### src/rtl/spi_pkg.sv
// spi_pkg: shared state encoding and default frame width for the SPI slave.
package spi_pkg;
   localparam int DATA_W_DEF = 8;
   typedef enum logic [1:0] {IDLE, SHIFT, WAIT_CS} state_e;
endpackage

### src/rtl/spi_sync_edge.sv
// spi_sync_edge: multi-flop synchronizer with rise/fall pulses on the synchronized level.
module spi_sync_edge #(
   parameter int   STAGES  = 2,
   parameter logic RST_VAL = 1'b0
) (
   input  logic clk_i,
   input  logic reset_i,
   input  logic d_i,
   output logic rise_o,
   output logic fall_o
);
   logic [STAGES-1:0] sync_q;
   logic              prev_q;
   always_ff @(posedge clk_i) begin
      if (reset_i) begin
         sync_q <= {STAGES{RST_VAL}};
         prev_q <= RST_VAL;
      end else begin
         sync_q <= {sync_q[STAGES-2:0], d_i};
         prev_q <= sync_q[STAGES-1];
      end
   end
   assign rise_o = sync_q[STAGES-1] & ~prev_q;
   assign fall_o = ~sync_q[STAGES-1] & prev_q;
endmodule

### src/rtl/spi_slave.sv
// spi_slave: SPI slave sampling mosi on sclk fall, shifting miso on sclk rise, with a
// one-deep transmit holding register and pulse status outputs.
module spi_slave
   import spi_pkg::*;
#(
   parameter int DATA_W      = DATA_W_DEF,
   parameter int SYNC_STAGES = 2
) (
   input  logic              clk_i,
   input  logic              reset_i,
   input  logic              sclk_i,
   input  logic              cs_n_i,
   input  logic              mosi_i,
   output logic              miso_o,
   output logic              miso_oe_o,
   input  logic [DATA_W-1:0] tx_data_i,
   input  logic              tx_valid_i,
   output logic              tx_ready_o,
   output logic [DATA_W-1:0] rx_data_o,
   output logic              rx_valid_o,
   output logic              underrun_o,
   output logic              abort_o,
   output logic              busy_o
);
   localparam int CW = $clog2(DATA_W);
   localparam logic [CW-1:0] LAST = CW'(DATA_W - 1);
   state_e            state_q, state_d;
   logic [DATA_W-1:0] tx_sh_q, tx_sh_d, rx_sh_q, rx_sh_d, hold_q, hold_d, rx_data_q, rx_data_d;
   logic [CW-1:0]     cnt_q, cnt_d;
   logic              full_q, full_d, pend_q, pend_d, rx_valid_q, underrun_q, underrun_d, abort_q, abort_d;
   logic [SYNC_STAGES-1:0] mosi_q;
   logic              sclk_rise, sclk_fall, cs_rise, cs_fall, mosi_s, load, wr;

   spi_sync_edge #(.STAGES(SYNC_STAGES), .RST_VAL(1'b0)) u_sclk (
      .clk_i(clk_i), .reset_i(reset_i), .d_i(sclk_i), .rise_o(sclk_rise), .fall_o(sclk_fall));
   spi_sync_edge #(.STAGES(SYNC_STAGES), .RST_VAL(1'b1)) u_cs (
      .clk_i(clk_i), .reset_i(reset_i), .d_i(cs_n_i), .rise_o(cs_rise), .fall_o(cs_fall));

   assign mosi_s = mosi_q[SYNC_STAGES-1];
   assign wr     = tx_valid_i && !full_q;

   always_comb begin
      state_d    = state_q;
      tx_sh_d    = tx_sh_q;
      rx_sh_d    = rx_sh_q;
      cnt_d      = cnt_q;
      rx_data_d  = rx_data_q;
      pend_d     = 1'b0;
      underrun_d = 1'b0;
      abort_d    = 1'b0;
      load       = 1'b0;
      case (state_q)
         IDLE: if (cs_fall) begin
            state_d    = SHIFT;
            load       = 1'b1;
            tx_sh_d    = full_q ? hold_q : '0;
            underrun_d = !full_q;
            cnt_d      = '0;
         end
         SHIFT: if (cs_rise) begin
            state_d = IDLE;
            abort_d = 1'b1;
         end else if (sclk_fall) begin
            rx_sh_d = {rx_sh_q[DATA_W-2:0], mosi_s};
            cnt_d   = cnt_q + CW'(1);
            if (cnt_q == LAST) begin
               rx_data_d = rx_sh_d;
               pend_d    = 1'b1;
               state_d   = WAIT_CS;
            end
         end else if (sclk_rise && cnt_q != '0) begin
            tx_sh_d = tx_sh_q << 1;
         end
         WAIT_CS: if (cs_rise) state_d = IDLE;
         default: state_d = IDLE;
      endcase
      // a write landing on the load cycle saw an empty register, so it is kept for the next frame
      full_d = wr ? 1'b1 : (load ? 1'b0 : full_q);
      hold_d = wr ? tx_data_i : hold_q;
   end

   always_ff @(posedge clk_i) begin
      if (reset_i) begin
         state_q    <= IDLE;
         tx_sh_q    <= '0;
         rx_sh_q    <= '0;
         cnt_q      <= '0;
         hold_q     <= '0;
         full_q     <= 1'b0;
         rx_data_q  <= '0;
         pend_q     <= 1'b0;
         rx_valid_q <= 1'b0;
         underrun_q <= 1'b0;
         abort_q    <= 1'b0;
         mosi_q     <= '0;
      end else begin
         state_q    <= state_d;
         tx_sh_q    <= tx_sh_d;
         rx_sh_q    <= rx_sh_d;
         cnt_q      <= cnt_d;
         hold_q     <= hold_d;
         full_q     <= full_d;
         rx_data_q  <= rx_data_d;
         pend_q     <= pend_d;
         rx_valid_q <= pend_q;
         underrun_q <= underrun_d;
         abort_q    <= abort_d;
         mosi_q     <= {mosi_q[SYNC_STAGES-2:0], mosi_i};
      end
   end

   // selected means entered on cs fall and not yet seen cs rise
   assign miso_oe_o  = (state_q != IDLE) && !cs_rise;
   assign miso_o     = miso_oe_o && state_q == SHIFT && tx_sh_q[DATA_W-1];
   assign busy_o     = state_q != IDLE;
   assign tx_ready_o = !full_q;
   assign rx_data_o  = rx_data_q;
   assign rx_valid_o = rx_valid_q;
   assign underrun_o = underrun_q;
   assign abort_o    = abort_q;
endmodule

### config.mk
export PLATFORM = sky130hd
export DESIGN_NAME = spi_slave
export DESIGN_NICKNAME = d
export VERILOG_FILES = /design/src/rtl/spi_pkg.sv /design/src/rtl/spi_sync_edge.sv /design/src/rtl/spi_slave.sv
export SDC_FILE = /design/constraint.sdc
export NUM_CORES = 1
export LEC_CHECK = 0
export ABC_AREA = 1
export CAP_MARGIN = 20
export CORE_ASPECT_RATIO = 0.5
export CORE_MARGIN = 1
export CORE_UTILIZATION = 40
export CTS_CLUSTER_SIZE = 20
export DETAILED_ROUTE_END_ITERATION = 16
export SYNTH_ARGS = -nofsm -noshare
export SYNTH_HDL_FRONTEND = slang
export SYNTH_SLANG_ARGS = --single-unit
### constraint.sdc
create_clock -name clk_i -period 1.9 [get_ports clk_i]
set_input_delay 0.38 -clock clk_i [delete_from_list [all_inputs] [get_ports clk_i]]
set_output_delay 0.38 -clock clk_i [all_outputs]
set_load 0.05 [all_outputs]
==> results.yml, run 1 <==
setup_path:
  r2r-start: "state_q[0]"
  max_stage_delay_ns: 0.80
  critPathRequiredTime_ns: 1.52
  worstPathCellList: "clkdlybuf4s50_1"
  critPathArrivalTime_ns: 1.45
  critPathSlowestCell: "clkdlybuf4s50_1"
  crit_family: "buffers and inverters"
  endpoint_kind: "output pin"
  critPathBufInv: 1
  path_class: "flip-flop to output pin"
  startpoint: "rx_data_o[1]"
  cp-start-kind: "flip-flop"
  critical_path.max_fanout: 2
sta:
  tns_ns: 0
  relSlewSlack_pct: 66.42
  timing.final.crit_share_pct: 96.22
  final-setup-viol-count: 0
  clock_skew_ns: 0.004153
  period_needed_ns: 1.828
  hold_violations: 0
  rsz0062_at_grt: "false"
  slew_viol_final: 0
  max_freq_ghz: 0.5470
  tightest_slew_ns: 0.5021
logic_synthesis:
  synth_seq_area_share_pct: 47.92
  yosys_warnings: 0
  yosysUniqueCellTypes: 21
  ys_ff_latch: 49
  syn_nets: 288
  avgSynthCellArea_um2: 7.553
  synthesis.instances: 271
  synth_area_um2: 2047
grt:
  overflow: 0
  grt_use_met2_pct: 28.22
  grt_antenna_before_repair: 0
  grtUsageMet1_pct: 21.74
  grt.total_usage_pct: 17.13
  grt_pass1_vias: 1545
  grt_start_max_net_pins: 23
  use_met3_pct: 6.533
  grt_pass1_wl_um: 6906
  top_usage_layer: "met2"
cts:
  cts_setup_buffers: 0
  htreeDepth: 2
  clk_latency_ns: 0.30
  path_clk_slew_ns: 0.09
  cts-root-buf: "clkbuf_8"
  cts_tree: "done"
  clock_path_buffers: 2
  numCtsBuffers: 5
  cts.sinks: 49
  cts_hold_buf: 0
  cts_resized: 0
cells_and_area:
  nNetsFinal: 317
  final_common_cell: "nand2_1"
  final_cell_mix: "56 x nand2_1, 50 x nor2_1, 49 x dfxtp_1"
  drive_gt1_share_pct: 11.63
  areaGrowthSynthToFinish_pct: 22.62
  diodes: 0
detailed_routing:
  wl_per_cell_um: 10.58
  detail-route-antenna-nets: 0
  vias_per_cell: 4.651
  routed_wl_um: 3882
  vias: 1707
  drcViolationCount: 0
  drt-initial-drc-count: 44
  drtPass1Iterations: 4
die:
  ios: 29
  start_util_pct: 43.94
  die_h_um: 52.59
  die_x_um: 103.2
  rows: 17
  design.core.area_um2: 4658
  die_area_um2: 5425
placement:
  port_buffers: 28
  place_hpwl_um: 2790
  gp_congestion: 0.7699
hold_path:
  hp-start: "u_sclk.sync_q[0]"
  hold_path.class: "flip-flop to flip-flop"
pwr:
  power.leakage_nw: 1.050
  power_density_nw_per_um2: 833.9
  power.total_w: 0.002093
  ir_drop_v: 0.0004675
job:
  cap_violations: 0
status:
  status: "completed"
[per-stage QoR]
step | cell area (um2) | hold slack (ns) | instances | util (%) | setup WS, ns
floorplan | 2047 | 0.3883 | 271 | - | 0.2394
global placement | 2395 | 0.3920 | 359 | 51.41 | 0.4110
detailed placement | 2395 | 0.3969 | 359 | 51.41 | 0.3982
CTS | 2510 | 0.4142 | 367 | 53.88 | 0.05102
global route | 2510 | 0.4507 | 367 | 53.88 | 0.004340
finish | 2510 | 0.4116 | 367 | 53.88 | 0.07191
[tightest hold or removal path, stage by stage, from the launching register on]
cell and delay, ns:
dfxtp_1 0.31, inv_1 0.04, nor2_1 0.03
[kinds of logic (layout without fill, tap and decap cells)]
family	after synthesis	after routing	share of synthesized area (%)
buffers and inverters	32	62	7.823
adder cells (fa/ha/maj)	3	3	1.834
AO/OA/AOI/OAI	35	35	8.558
flip-flops	49	49	47.92
AND/OR/NAND/NOR	152	152	33.86
[worst paths after layout]
path	to	slack, ns	cells after the start
setup / recovery	rx_data_o[1]	0.07	1
hold reg to reg	u_sclk.sync_q[1]	0.41	2
setup reg to reg	tx_sh_q[0]	0.47	7
hold / removal	u_sclk.sync_q[1]	0.41	2
[per-layer routing]
layer  part of all wire [%]  up-vias
li1                       -      916
met3                    3.2        2
met4                   0.54        0
met1                     52      771
met2                     44       18
met5                      0        -
[synthesized netlist by cell type]
master / number / area [um2]
nand2_1: 56 / 210.2
nor2_1: 50 / 187.7
dfxtp_1: 49 / 980.9
nand3_1: 23 / 115.1
a21oi_1: 21 / 105.1
inv_1: 18 / 67.56
o21ai_0: 8 / 40.04
nand3b_1: 7 / 52.55
o21ai_1: 6 / 30.03
nand2_2: 5 / 31.28
buf_6: 4 / 45.04
clkbuf_1: 4 / 15.01
nor2_4: 4 / 45.04
ha_1: 3 / 37.54
buf_2: 2 / 10.01
buf_4: 2 / 15.01
inv_2: 2 / 7.510
nand2_4: 2 / 22.52
nor3_1: 2 / 10.01
or2_2: 2 / 12.51
nor2_2: 1 / 6.260
[sequential cells by signal (all words and copies together) (netlist names)]
register,count
hold_q,8
rx_data_o,8
tx_sh_q,8
rx_sh_q,7
cnt_q,3
mosi_q,2
state_q,2
u_cs.sync_q,2
u_sclk.sync_q,2
abort_o,1
full_q,1
pend_q,1
rx_valid_o,1
u_cs.prev_q,1
u_sclk.prev_q,1
underrun_o,1
[where the power goes]
part	switching [W]	internal (W)	total [W]
clock	0.000358	0.000394	0.000752
sequential	0.0000268	0.00107	0.00110
combinational	0.000137	0.000106	0.000243
total	0.000521	0.00157	0.00209
[area by class of cell]
type / instances / area (um2)
sequential: 49 / 980.9
multi-input combinational: 190 / 905.9
tap: 66 / 82.58
timing repair buffer: 34 / 350.3
inverter: 20 / 75.07
fill: 449 / 2148
clock inverter: 3 / 46.29
clock buffer: 5 / 68.82
Power figures use the tool's default switching activity.
==> run 2: changes to the inputs <==
CAP_MARGIN = not set   (was 20)
CORE_UTILIZATION = 57   (was 40)
PLACE_DENSITY = 0.83   (was not set)
REMOVE_ABC_BUFFERS = 1   (was not set)
==> run 2 against run 1 <==
Against the previous run:
- critical path depth stayed put
- sequential share of layout area is 1.0 points higher
- non-clock buffer count is 2 lower
- power is 6.9% lower
- worst hold slack worse by 0.0011 ns
- global-route usage is 5.4 points higher
- critical path type unchanged
- highest routed layer unchanged
==> results.yml, run 2 (synthesized netlist as in run 1, its figures left out) <==
status:
  status: "completed"
detailed_routing:
  drt-initial-drc-count: 88
  detail-route-antenna-nets: 0
  vias_per_cell: 5.084
  wl_per_cell_um: 11.50
  routed_wl_um: 3992
  drcViolationCount: 0
  drtPass1Iterations: 4
  vias: 1764
cts:
  cts_hold_buf: 0
  clk_latency_ns: 0.30
  path_clk_slew_ns: 0.09
  cts.sinks: 49
  cts_resized: 0
  htreeDepth: 2
  cts-root-buf: "clkbuf_8"
  cts_tree: "done"
  clock_path_buffers: 2
  cts_setup_buffers: 0
  numCtsBuffers: 5
sta:
  timing.hold.ws_ns: 0.4105
  rsz0062_at_grt: "false"
  slew_viol_final: 0
  tightest_slew_ns: 0.5154
  max_freq_ghz: 0.5421
  clock_skew_ns: 0.005560
  hold_violations: 0
  timing.final.crit_share_pct: 97.08
  setup_slack_ns: 0.05545
  relSlewSlack_pct: 65.53
  final-setup-viol-count: 0
  period_needed_ns: 1.845
setup_path:
  worstPathCellList: "clkdlybuf4s50_1"
  critical_path.max_fanout: 2
  ff2ff_path_depth: 7
  cp-start-kind: "flip-flop"
  cp_num_cells: 1
  max_stage_delay_ns: 0.81
  critPathArrivalTime_ns: 1.46
  endpoint_kind: "output pin"
  critPathRequiredTime_ns: 1.52
  critPathBufInv: 1
  critPathSlowestCell: "clkdlybuf4s50_1"
  path_class: "flip-flop to output pin"
  crit_family: "buffers and inverters"
pwr:
  power.internal_w: 0.001437
  power_density_nw_per_um2: 796.3
  clock_power_share_pct: 31.0
  comb_power_share_pct: 12.6
  ir_drop_v: 0.0006239
  switchingPower_w: 0.0005107
  p_seq_share_pct: 56.5
  power.leakage_nw: 1.029
  netSwitchingFraction_pct: 26.22
  power.total_w: 0.001948
hold_path:
  hold_path_depth: 2
  hold_path.class: "flip-flop to flip-flop"
placement:
  place_area_um2: 2360
  port_buffers: 28
  place_hpwl_um: 2779
  gp_congestion: 0.8721
  dp_slack_ns: 0.3484
die:
  die_area_um2: 3850
  die_h_um: 44.38
  die_x_um: 86.75
  design.core.area_um2: 3206
  start_util_pct: 63.86
  ios: 29
  rows: 14
grt:
  grt_pass1_wl_um: 6499
  grt.total_usage_pct: 22.57
  overflow: 0
  grt_pass1_vias: 1515
  grt_antenna_before_repair: 0
  grt_start_max_net_pins: 24
cells_and_area:
  fin_area_um2: 2446
  drive_gt1_share_pct: 10.37
  diodes: 0
  final_common_cell: "nand2_1"
  areaGrowthSynthToFinish_pct: 19.50
  final_cell_mix: "56 x nand2_1, 50 x nor2_1, 49 x dfxtp_1"
  nNetsFinal: 315
job:
  cap_violations: 0
==> run 2: per-layer routing <==
metal / track usage [%] / share of wire (%) / up-vias
met5: 0 / 0 / -
met4: 9.000 / 1.5 / 0
met3: 6.157 / 4.1 / 8
met2: 38.89 / 47 / 31
met1: 27.65 / 48 / 812
li1: - / - / 913
==> run 2: power by group through the flow <==
stage	Combinational (W)	Sequential, W	Clock (W)
after CTS	0.000246	0.00110	0.000620
after floorplan	0.000157	0.00112	0
final	0.000245	0.00110	0.000603
after detailed placement	0.000244	0.00112	0
after global routing	0.000275	0.00110	0.000666
after global placement	0.000236	0.00112	0
==> run 2: final timing paths <==
path / start / end / slack, ns
setup / recovery: rx_data_o[2] / rx_data_o[2] / 0.06
hold / removal: u_sclk.sync_q[0] / u_sclk.sync_q[1] / 0.41
setup reg to reg: state_q[0] / cnt_q[1] / 0.47
hold reg to reg: u_sclk.sync_q[0] / u_sclk.sync_q[1] / 0.41
==> run 2: final cells by class <==
type | count | area, um2
sequential | 49 | 980.9
multi-input combinational | 190 | 905.9
fill | 265 | 759.5
timing repair buffer | 32 | 337.8
inverter | 20 | 75.07
clock buffer | 6 | 72.57
tap | 48 | 60.06
clock inverter | 2 | 13.76
==> run 2: metrics by stage <==
stage               TNS [ns]  instances  util (%)
CTS                        0        347     76.31
finish                     0        347     76.31
global placement           0        339     73.61
global route               0        347     76.31
detailed placement         0        339     73.61
floorplan           -0.03471        259         -
==> run 3: changes to the inputs <==
CORE_ASPECT_RATIO = not set   (was 0.5)
GPL_ROUTABILITY_DRIVEN = 0   (was not set)
REMOVE_ABC_BUFFERS = not set   (was 1)
==> run 3 against run 2 <==
Against the previous run:
- combinational power rose by 2%
- clock skew rose by 0.0025 ns
- sequential share of layout area barely moved
- core utilization fell by 4.1 points
- cell area barely moved
- final cell count did not move
- maximum frequency rose by 3.5%
- count of clock-buffer cells in the layout fell by 1
- die area fell by 0.38%
- critical endpoint is now miso_o
- largest cell class unchanged
- highest routed layer unchanged
==> results.yml, run 3 (synthesized netlist as in run 1, its figures left out) <==
grt:
  grt_pass1_vias: 1461
  overflow: 0
  grt.total_usage_pct: 22.01
  grt_pass1_wl_um: 6175
  grt_start_max_net_pins: 23
  grt_antenna_before_repair: 0
detailed_routing:
  drtPass1Iterations: 4
  detail-route-antenna-nets: 0
  drcViolationCount: 0
  drt-initial-drc-count: 115
  vias: 1725
  vias_per_cell: 4.971
  wl_per_cell_um: 10.70
  routed_wl_um: 3713
pwr:
  power_density_nw_per_um2: 738.2
  ir_drop_v: 0.0009902
  power.leakage_nw: 1.202
sta:
  slew_viol_final: 0
  clock_skew_ns: 0.008089
  hold_violations: 0
  period_needed_ns: 1.782
  final-setup-viol-count: 0
  setup_slack_ns: 0.1185
  tightest_slew_ns: 0.5149
  rsz0062_at_grt: "false"
  tns_ns: 0
  timing.final.crit_share_pct: 93.77
  max_freq_ghz: 0.5613
  relSlewSlack_pct: 65.61
job:
  cap_violations: 0
cts:
  cts-root-buf: "clkbuf_4"
  cts_hold_buf: 0
  clock_path_buffers: 2
  cts.sinks: 49
  numCtsBuffers: 5
  cts_tree: "done"
  path_clk_slew_ns: 0.13
  htreeDepth: 2
  clk_latency_ns: 0.35
setup_path:
  critPathBufInv: 2
  cp-start-kind: "flip-flop"
  worstPathCellList: "inv_1, nor2_4, nand2_2, nor2_1, buf_12"
  critical_path.max_fanout: 5
  critPathArrivalTime_ns: 1.40
  critPathSlowestCell: "dfxtp_1"
  crit_family: "simple AND/OR/NAND/NOR gates"
  critPathRequiredTime_ns: 1.52
  path_class: "flip-flop to output pin"
  endpoint_kind: "output pin"
  max_stage_delay_ns: 0.35
die:
  rows: 21
  design.core.area_um2: 3390
  die_x_um: 61.93
  ios: 29
  die_h_um: 61.93
  die_area_um2: 3835
  start_util_pct: 60.39
cells_and_area:
  stdcell_count: 347
  areaGrowthSynthToFinish_pct: 19.56
  diodes: 0
  drive_gt1_share_pct: 11.30
  final_common_cell: "nand2_1"
  nNetsFinal: 317
  final_cell_mix: "56 x nand2_1, 50 x nor2_1, 49 x dfxtp_1"
  fin_area_um2: 2447
status:
  status: "completed"
hold_path:
  hold_path.class: "flip-flop to flip-flop"
placement:
  port_buffers: 28
  dpl.cell_count: 339
  place_hpwl_um: 2628
  dp_slack_ns: 0.3984
  place_area_um2: 2372
[run 3: cell types whose count changed in the layout (fill, tap and decap cells not counted)]
cell | previous run | this run
clkdlybuf4s50_1 | 24 | 13
dlygate4sd2_1 | 0 | 2
clkbuf_8 | 5 | 0
inv_6 | 1 | 0
clkinvlp_4 | 0 | 1
dlymetal6s2s_1 | 0 | 9
buf_4 | 5 | 7
clkbuf_4 | 0 | 5
clkinv_2 | 1 | 2
clkbuf_1 | 1 | 0
[run 3: metal layers]
metal	vias up	track usage, %	share of wire (%)
met1	769	28.53	48
met2	38	36.10	46
met4	0	7.302	1.2
met5	-	0	0
li1	913	-	-
met3	5	5.383	4.0
[run 3: cell type report]
type                    instances  area, um2
clock inverters                 3      17.52
repair buffers                 34      372.9
multi-input cells             190      905.9
flip-flops and latches         49      980.9
inverters                      20      75.07
fillers                       270      942.2
well taps                      46      57.56
clock buffers                   5      37.54
[run 3: stage by stage]
stage               hold slack (ns)  power, W  util [%]
finish                       0.4137  0.001807     72.20
global route                 0.4331  0.001909     72.20
CTS                          0.4179  0.001821     71.54
detailed placement           0.3974  0.001370     69.99
global placement             0.3899  0.001362     69.99
floorplan                    0.3883  0.001301         -
[run 3: path summary, 6_finish.rpt]
path                     from                to  slack [ns]  cells past startpoint
max reg2reg        state_q[0]          cnt_q[1]        0.44                      7
min          u_sclk.sync_q[0]  u_sclk.sync_q[1]        0.41                      2
max                state_q[0]            miso_o        0.12                      5
min reg2reg  u_sclk.sync_q[0]  u_sclk.sync_q[1]        0.41                      2
[run 3: worst register-to-register path, stage by stage, from the launching register on]
cell,delay [ns]
dfxtp_1,0.33
buf_4,0.17
nor2_2,0.16
nand2_2,0.12
nand2_2,0.32
nand3_1,0.14
nand2_1,0.09
nor2_1,0.04
[run 3: report_power, final]
| group | internal (W) | leakage (nW) | total (W) | switching, W |
|---|---|---|---|---|
| combinational | 0.000107 | 0.771 | 0.000250 | 0.000143 |
| clock | 0.000140 | 0.0310 | 0.000461 | 0.000320 |
| sequential | 0.00107 | 0.400 | 0.00110 | 0.0000228 |
[run 3: timing repair]
item,4_1_cts,5_1_grt
gates cloned,0,0
buffers inserted,0,0
gates resized for setup,2,9
endpoints found under the setup margin,2,9
